`src/rtl/rv32imc_types.sv`:
```
// Shared types for the rv32imc memory subsystem: memory request record and arbiter FSM states.
package rv32imc_types;

    localparam int unsigned MEM_ADDR_W = 32;
    localparam int unsigned MEM_DATA_W = 32;
    localparam int unsigned MEM_MASK_W = MEM_DATA_W / 8;

    typedef enum logic [1:0] {
        IDLE,
        BUSY_I,
        BUSY_D
    } mem_arb_state_t;

    typedef struct packed {
        logic [MEM_ADDR_W-1:0] addr;
        logic [MEM_MASK_W-1:0] rmask;
        logic [MEM_MASK_W-1:0] wmask;
        logic [MEM_DATA_W-1:0] wdata;
    } mem_req_t;

    localparam logic GRANT_I = 1'b0;
    localparam logic GRANT_D = 1'b1;

    function automatic logic req_active(input mem_req_t r);
        return |{r.rmask, r.wmask};
    endfunction

endpackage

```
`src/rtl/mem_req_slot.sv`:
```
// One pending-request slot: captures a request pulse, offers it (or a same-cycle bypass) for
// issue, and flags requests that arrive while the side already has one in flight.
module mem_req_slot
    import rv32imc_types::*;
(
    input  logic     clk,
    input  logic     rst,
    input  mem_req_t req,
    input  logic     busy,
    input  logic     issue,
    output logic     eligible,
    output mem_req_t entry,
    output logic     drop
);

    logic     valid_q, valid_d;
    mem_req_t req_q, req_d;
    logic     req_valid;
    logic     accept;

    always_comb begin
        req_valid = req_active(req);
        // busy means outstanding and not completing this cycle
        drop      = req_valid && (valid_q || busy);
        accept    = req_valid && !drop;
        eligible  = valid_q || accept;
        entry     = valid_q ? req_q : req;

        valid_d = valid_q;
        req_d   = req_q;
        if (issue) begin
            valid_d = 1'b0;
        end else if (accept) begin
            valid_d = 1'b1;
            req_d   = req;
        end
    end

    always_ff @(posedge clk) begin
        if (rst) begin
            valid_q <= 1'b0;
            req_q   <= '0;
        end else begin
            valid_q <= valid_d;
            req_q   <= req_d;
        end
    end

endmodule

```
`src/rtl/mem_arbiter.sv`:
```
// Arbitrates imem and dmem requests onto one single-outstanding memory port.
// Define MEM_ARB_RR_EN for round-robin ties; otherwise dmem has fixed priority.
module mem_arbiter
    import rv32imc_types::*;
#(
    parameter int unsigned ADDR_W = 32,
    parameter int unsigned DATA_W = 32
) (
    input  logic                clk,
    input  logic                rst,
    input  logic [ADDR_W-1:0]   imem_addr,
    input  logic [DATA_W/8-1:0] imem_rmask,
    output logic [DATA_W-1:0]   imem_rdata,
    output logic                imem_resp,
    input  logic [ADDR_W-1:0]   dmem_addr,
    input  logic [DATA_W/8-1:0] dmem_rmask,
    input  logic [DATA_W/8-1:0] dmem_wmask,
    input  logic [DATA_W-1:0]   dmem_wdata,
    output logic [DATA_W-1:0]   dmem_rdata,
    output logic                dmem_resp,
    output logic [ADDR_W-1:0]   mem_addr,
    output logic [DATA_W/8-1:0] mem_rmask,
    output logic [DATA_W/8-1:0] mem_wmask,
    output logic [DATA_W-1:0]   mem_wdata,
    input  logic [DATA_W-1:0]   mem_rdata,
    input  logic                mem_resp,
    output logic                proto_err
);

    // ADDR_W/DATA_W must match the widths fixed in rv32imc_types
    mem_arb_state_t state_q, state_d;
    mem_req_t       imem_req, dmem_req, entry_i, entry_d, sel;
    logic           elig_i, elig_d, drop_i, drop_d;
    logic           busy_i, busy_d;
    logic           issue_i, issue_d;
    logic           prefer_d, grant_d;
    logic           proto_err_q;

    assign imem_req = '{addr: imem_addr, rmask: imem_rmask, wmask: '0, wdata: '0};
    assign dmem_req = '{addr: dmem_addr, rmask: dmem_rmask, wmask: dmem_wmask, wdata: dmem_wdata};

    assign busy_i = (state_q == BUSY_I) && !mem_resp;
    assign busy_d = (state_q == BUSY_D) && !mem_resp;

    mem_req_slot u_slot_i (
        .clk      (clk),
        .rst      (rst),
        .req      (imem_req),
        .busy     (busy_i),
        .issue    (issue_i),
        .eligible (elig_i),
        .entry    (entry_i),
        .drop     (drop_i)
    );

    mem_req_slot u_slot_d (
        .clk      (clk),
        .rst      (rst),
        .req      (dmem_req),
        .busy     (busy_d),
        .issue    (issue_d),
        .eligible (elig_d),
        .entry    (entry_d),
        .drop     (drop_d)
    );

`ifdef MEM_ARB_RR_EN
    logic last_grant_q, last_grant_d;

    assign prefer_d = (last_grant_q == GRANT_I);

    always_comb begin
        last_grant_d = last_grant_q;
        if (issue_d) begin
            last_grant_d = GRANT_D;
        end else if (issue_i) begin
            last_grant_d = GRANT_I;
        end
    end

    always_ff @(posedge clk) begin
        if (rst) begin
            last_grant_q <= GRANT_I;
        end else begin
            last_grant_q <= last_grant_d;
        end
    end
`else
    assign prefer_d = 1'b1;
`endif

    assign grant_d = elig_d && (prefer_d || !elig_i);
    assign sel     = grant_d ? entry_d : entry_i;

    always_comb begin
        state_d   = state_q;
        issue_i   = 1'b0;
        issue_d   = 1'b0;
        imem_resp = 1'b0;
        dmem_resp = 1'b0;
        mem_addr  = sel.addr;
        mem_wdata = sel.wdata;
        mem_rmask = '0;
        mem_wmask = '0;
        unique case (state_q)
            IDLE: begin
                if (!rst && (elig_i || elig_d)) begin
                    mem_rmask = sel.rmask;
                    mem_wmask = sel.wmask;
                    issue_d   = grant_d;
                    issue_i   = !grant_d;
                    state_d   = grant_d ? BUSY_D : BUSY_I;
                end
            end
            BUSY_I: begin
                if (!rst && mem_resp) begin
                    imem_resp = 1'b1;
                    state_d   = IDLE;
                end
            end
            BUSY_D: begin
                if (!rst && mem_resp) begin
                    dmem_resp = 1'b1;
                    state_d   = IDLE;
                end
            end
            default: state_d = IDLE;
        endcase
    end

    assign imem_rdata = mem_rdata;
    assign dmem_rdata = mem_rdata;
    assign proto_err  = proto_err_q;

    always_ff @(posedge clk) begin
        if (rst) begin
            state_q     <= IDLE;
            proto_err_q <= 1'b0;
        end else begin
            state_q     <= state_d;
            proto_err_q <= proto_err_q | drop_i | drop_d;
        end
    end

endmodule
```
`config.mk`:
```
export PLATFORM = sky130hd
export DESIGN_NAME = mem_arbiter
export DESIGN_NICKNAME = d
export VERILOG_FILES = /design/src/rtl/rv32imc_types.sv /design/src/rtl/mem_req_slot.sv /design/src/rtl/mem_arbiter.sv
export SDC_FILE = /design/constraint.sdc
export NUM_CORES = 1
export LEC_CHECK = 0
export ABC_AREA = 1
export CORE_MARGIN = 3
export CORE_UTILIZATION = 50
export CTS_CLUSTER_DIAMETER = 120
export DETAILED_ROUTE_END_ITERATION = 8
export PLACE_DENSITY_LB_ADDON = 0.12
export SYNTH_ARGS = -nofsm -noshare
export SYNTH_HDL_FRONTEND = slang
export SYNTH_HIERARCHICAL = 1
export SYNTH_SLANG_ARGS = --single-unit
```
`constraint.sdc`:
```
create_clock -name clk -period 3.45 [get_ports clk]
set_clock_uncertainty 0.15 [all_clocks]
set_input_delay 0.69 -clock clk [delete_from_list [all_inputs] [get_ports clk]]
set_output_delay 0.69 -clock clk [all_outputs]
set_load 0.1 [all_outputs]
```
# Yosys cells after proc, flatten, opt, wreduce, memory -nomap -nowiden
# Cells that the tools add are included.
[word_totals] output_inout_bits=139 register_bits=113
[op_classes] bitwise=4 n_mux=18 n_eq_ne=4 n_reduce_logical=27
[ops] op="72-bit 2-to-1 mux" n=3
[ops] op="4-bit 2-to-1 mux" n=4
[ops] op="1-bit logical AND" n=8
[ops] op="8-bit OR reduction" n=1
[ops] op="1-bit 2-to-1 mux" n=7
[ops] op="2-bit 2-to-1 mux" n=3
[ops] op="2-bit AND reduction" n=3
[ops] op="2-bit OR reduction" n=3
[ops] op="1-bit logical NOT" n=5
[ops] op="1-bit logical OR" n=5
[ops] op="2-bit case mux with 2 select lines" n=1
[ops] op="4-bit OR reduction" n=1
[ops] op="2-bit by 1-bit == test with 1-bit output (second input constant)" n=1
[ops] op="2-bit == test (second input constant)" n=1
[ops] op="2-bit logical NOT" n=1
[ops] op="2-bit by 1-bit inequality test with 1-bit output (second input constant)" n=1
[ops] op="2-bit inequality test (second input constant)" n=1
[ops] op="1-bit inverter" n=2
[ops] op="1-bit bitwise OR" n=2

# Logic depth before layout (Yosys ltp)
[logic_depth] depth_word=13 depth_mapped=18

# Modules after synthesis
# The synthesis kept the hierarchy.
[by_module_without_submodules] module="mem_req_slot" n_inst=2 cells_each=792 area_each_um2=4631.9
[by_module_without_submodules] module="mem_arbiter" n_inst=1 cells_each=333 area_each_um2=1610.3

# Worst setup path after synthesis
# No wires, ideal clock.
[synth_timing] kind="input to output" start="input dmem_rmask[3]" end="output mem_rmask[0]" n_path_buf=2 required_time_ns=2.610 setup_slack_ns=-0.507 arrival_ns=3.117 path_stages=11 cell_sequence="inv_1 -> nand2_1 -> nor2_2 -> nand2_2 -> buf_6 -> nand2_1 -> nand2_1 -> inv_2 -> buf_2 -> nand2_1 -> a21oi_1"
[synth_between] elab_chain_cells=9 elab_cells_between_ends=10 cone_classes="3 x mux; 7 x reduce/logical"
[synth_rtl] element="start: declaration" line="mem_arbiter.sv:16" text="input logic [DATA_W/8-1:0] dmem_rmask,"
[synth_rtl] element="8-bit OR reduction *" line="rv32imc_types.sv:25" text="return |{r.rmask, r.wmask};"
[synth_rtl] element="1-bit logical AND" line="mem_req_slot.sv:24" text="drop = req_valid && (valid_q || busy);"
[synth_rtl] element="1-bit logical NOT" line="mem_req_slot.sv:25" text="accept = req_valid && !drop;"
[synth_rtl] element="1-bit logical AND *" line="mem_req_slot.sv:25"
[synth_rtl] element="1-bit logical OR *" line="mem_req_slot.sv:26" text="eligible = valid_q || accept;"
[synth_rtl] element="named net elig_d" line="mem_arbiter.sv:33" text="logic elig_i, elig_d, drop_i, drop_d;"
[synth_rtl] element="1-bit logical OR" line="mem_arbiter.sv:107" text="if (!rst && (elig_i || elig_d)) begin"
[synth_rtl] element="1-bit logical AND" line="mem_arbiter.sv:107"
[synth_rtl] element="4-bit 2-to-1 mux *" line="mem_arbiter.sv:107"
[synth_rtl] element="4-bit 2-to-1 mux *" line="mem_arbiter.sv:105" text="unique case (state_q)"
[synth_rtl] element="end: declaration" line="mem_arbiter.sv:22" text="output logic [DATA_W/8-1:0] mem_rmask,"
# The timed path passes the listed nets; every way through them passes the cells marked *.

# Worst setup path in the final report
[layout_timing] start="input dmem_rmask[2]" end="output mem_addr[26]"
[layout_between] elab_chain_cells=6
[layout_rtl] element="8-bit OR reduction *" line="rv32imc_types.sv:25"
[layout_rtl] element="1-bit logical AND" line="mem_req_slot.sv:24"
[layout_rtl] element="1-bit logical NOT" line="mem_req_slot.sv:25"
[layout_rtl] element="1-bit logical AND *" line="mem_req_slot.sv:25"
[layout_rtl] element="1-bit logical OR *" line="mem_req_slot.sv:26"
[layout_rtl] element="named net elig_d" line="mem_arbiter.sv:33"
[layout_rtl] element="72-bit 2-to-1 mux *" line="mem_arbiter.sv:93" text="assign sel = grant_d ? entry_d : entry_i;"
[layout_rtl] element="end: declaration" line="mem_arbiter.sv:21" text="output logic [ADDR_W-1:0] mem_addr,"
# Marked as above.

==> results by group <==
Pwr
  – Clock group share of total power: 18.8%
  – P_leak: 7.46 nW
  – PD cells: 792 mW/mm^2
  – Switching power: 0.00538 W
  – Switching fraction of total power: 49.8%
  – Pint: 0.00543 W
  – Peak VDD IR: 0.574 mV
  – Gate power share: 59.4%
  – Sequential share of power: 21.8%

Setup path
  – Most repeated library cell on the critical path: nand2_1
  – Crit start category: input port
  – Worst path depth: 13
  – Critical path's top delay family: buffers and inverters
  – Cell depth of the worst flop-to-flop path: 16
  – Slowest cell delay on critical path: 400 ps
  – CP Class: input port to primary output
  – Slowest cell on the critical path: clkdlybuf4s50_1
  – Critical Path AT: 2450 ps
  – Req. time, crit path: 2610 ps
  – CP Capture Type: primary output
  – Max Fanout on Critical Path: 12
  – Buf+Inv Stages, Crit Path: 6
  – Crit-path cells: clkdlybuf4s50_1 > inv_1 > nand2_1 > nor2_2 > nand2_2 > nand2_1 > nand2_4 > clkinv_4 > buf_4 > clkbuf_16 > nand2_1 > nand2_1 > buf_12

Synth
  – Top FF cell, synth: dfxtp_1
  – Sequential element share of the synthesized area: 27.4%
  – Mapped Area: 0.0109 mm^2
  – Flops & latches, synth: 149
  – Number of flops mapped to enable cells by yosys: 0
  – Syn_area_per_cell: 5.67 um^2
  – Cell count after synthesis: 1917
  – Warnings, synthesis: 6
  – Synth async-reset ratio: 0%
  – Count of cell types in the netlist: 23

Timing
  – RSZ-0062 raised after global routing: false
  – Period minus WS final: 3290 ps
  – Final hold vios: 0
  – Max-slew headroom: 41.6%
  – Final critical-path share of the clock period: 95.5%
  – Max-slew violations: 0
  – Setup violations, final: 0
  – Final Worst Setup Slack: 156 ps
  – Actual slew at the worst max-slew pin: 876 ps
  – TNS Setup: 0 ps
  – FMAX: 0.304 GHz

GRT
  – Initial antenna violation count: 4
  – Vias in the first global route: 10000
  – First-pass GRT wire length: 51900 um
  – GRT Overall Usage: 26.8%
  – GRT overflow: 0
  – Pin count of the biggest net entering global routing: 75

Placed design
  – HPWL Detailed: 21600 um
  – Area post-placement: 0.0130 mm^2
  – Dpl cells: 2254
  – Place WS: 100 ps
  – Port bufs: 185
  – GPL Wtd Cong: 0.858

Final layout
  – Multi-input logic area: 0.00507 mm^2
  – Share of layout cells above drive strength 1: 8.69%
  – Post-Layout Cell Count: 2288
  – Post-layout net count: 2146
  – Area grow syn2layout: 25.5%
  – Ant diodes: 0
  – Final instance area: 0.0136 mm^2
  – Filler instances: 2018
  – FF/Latch Area: 0.00299 mm^2

Detailed routing
  – Final antenna-violating net count: 0
  – Total wire length: 32700 um
  – 1st-iter DRT viols: 890
  – Total number of vias: 11100
  – DRC: 0
  – Drt via density: 4.87
  – DR pass1 iterations: 5
  – DR WL/cell: 14.3 um

Die
  – Core area: 0.0212 mm^2
  – Die Wd: 153 um
  – IO Count: 282
  – Initial Utilization: 51.2%
  – Vert. Die Dim: 153 um
  – Die area: 0.0236 mm^2
  – Core Rows: 53

Flow run
  – Max cap viols: 0

CTS
  – Clk slew on worst S/H paths: 60 ps
  – CTS sink cnt: 149
  – Clk_lat worst skew: 420 ps
  – Clock Tree Root: clkbuf_16
  – Inserted Clock Buffers: 17
  – Longest Clk Path Bufs: 2
  – CTS tree: yes
  – CTS H-Tree Depth: 4

Run status
  – Status: complete, no violations

Hold path
  – Hold WC Path Type: register to register
  – Hold depth: 2
[worst min-delay path, stage by stage (launching register included)]
cell	delay, ps
dfxtp_1	330
nand2_1	70
a21oi_1	50
[power groups by stage]
| stage | clock (W) | combinational [W] | sequential, W |
|---|---|---|---|
| 2_1_floorplan | 0 | 0.00480 | 0.00230 |
| 3_3_place_gp | 0 | 0.00631 | 0.00237 |
| 3_5_place_dp | 0 | 0.00637 | 0.00239 |
| 4_1_cts | 0.00205 | 0.00639 | 0.00235 |
| 5_1_grt | 0.00214 | 0.00686 | 0.00241 |
| 6_report | 0.00203 | 0.00642 | 0.00236 |
[cell type report]
cell class	instances	area share, %
tap	275	2.52
timing repair buffer	216	21.4
sequential	149	21.9
clock inverter	14	1.49
clock buffer	18	3.15
inverter	448	12.4
multi-input combinational	1168	37.2
[flip-flops by register name, summed over array words and instances (netlist names)]
name,count
u_slot_d/valid_q,1
proto_err,1
u_slot_d/req_q,72
u_slot_i/valid_q,1
state_q,2
u_slot_i/req_q,72
[placed cells by master (no fill, tap or decap)]
master | Yosys | layout
inv_6 | 0 | 1
nor2_2 | 4 | 4
buf_6 | 33 | 1
buf_12 | 0 | 80
nand3_4 | 2 | 2
nand2_2 | 2 | 2
nand2_4 | 0 | 1
nor3b_2 | 1 | 1
o21ai_1 | 1 | 1
nand3_1 | 2 | 2
a21oi_2 | 0 | 7
buf_4 | 79 | 24
clkbuf_1 | 26 | 1
clkinv_4 | 0 | 7
nor2_4 | 2 | 2
nor3_1 | 1 | 1
o21ai_0 | 144 | 144
clkinvlp_4 | 0 | 3
nor2_1 | 152 | 152
clkdlybuf4s50_1 | 0 | 110
dfxtp_4 | 0 | 2
dfxtp_1 | 149 | 147
bufinv_16 | 0 | 4
a21oi_1 | 11 | 4
ha_1 | 3 | 3
conb_1 | 1 | 36
clkbuf_16 | 0 | 18
inv_2 | 14 | 16
nand2_1 | 663 | 662
inv_1 | 434 | 431
nand4_1 | 144 | 144
[path summary, 6_finish.rpt]
kind	startpoint	end	slack, ps
max	dmem_rmask[2]	mem_addr[26]	160
min	state_q[0]$_SDFFE_PP0P_	state_q[0]$_SDFFE_PP0P_	350
max reg2reg	state_q[0]$_SDFFE_PP0P_	u_slot_d/req_q[58]$_SDFFE_PP0P_	860
min reg2reg	state_q[0]$_SDFFE_PP0P_	state_q[0]$_SDFFE_PP0P_	350
[cells by family after synthesis]
group	after synthesis	synth area share, %
buf+inv	635	27.5
compound gates	156	7.18
flops	149	27.4
other cells	1	0.0345
fa+ha+maj	3	0.345
simple gates	973	37.5
[stage by stage]
stage                     hold WS, ps  power, W  util (%)
final                             347    0.0108      64.3
after detailed placement          326   0.00876      61.1
after global routing              373    0.0114      64.3
after CTS                         337    0.0108      64.1
after floorplan                   300   0.00710         -
after global placement            321   0.00868      61.1
[cell usage after synthesis (3+ instances only)]
master	n	area [um^2]
o21ai_0	144	721
nor2_2	4	25.0
nand4_1	144	901
clkbuf_1	26	97.6
inv_1	434	1630
a21oi_1	11	55.1
nor2_1	152	571
nand2_1	663	2490
inv_2	14	52.6
buf_2	47	235
dfxtp_1	149	2980
ha_1	3	37.5
buf_6	33	372
buf_4	79	593
[repair_timing]
item	4_1_cts	5_1_grt
hold buffers	0	0
hold endpoints to repair	0	0
buffers inserted	0	1
resized for setup	0	6
endpoints found under the setup margin	0	7
[metal layers]
| layer | share of wire (%) | global-route usage, % | vias up |
|---|---|---|---|
| met2 | 46 | 42.0 | 373 |
| met3 | 8.0 | 5.95 | 94 |
| met4 | 2.7 | 10.1 | 8 |
| met5 | 0.16 | 0 | - |
| met1 | 43 | 36.1 | 4927 |
| li1 | - | - | 5733 |
Power figures use the tool's default switching activity.
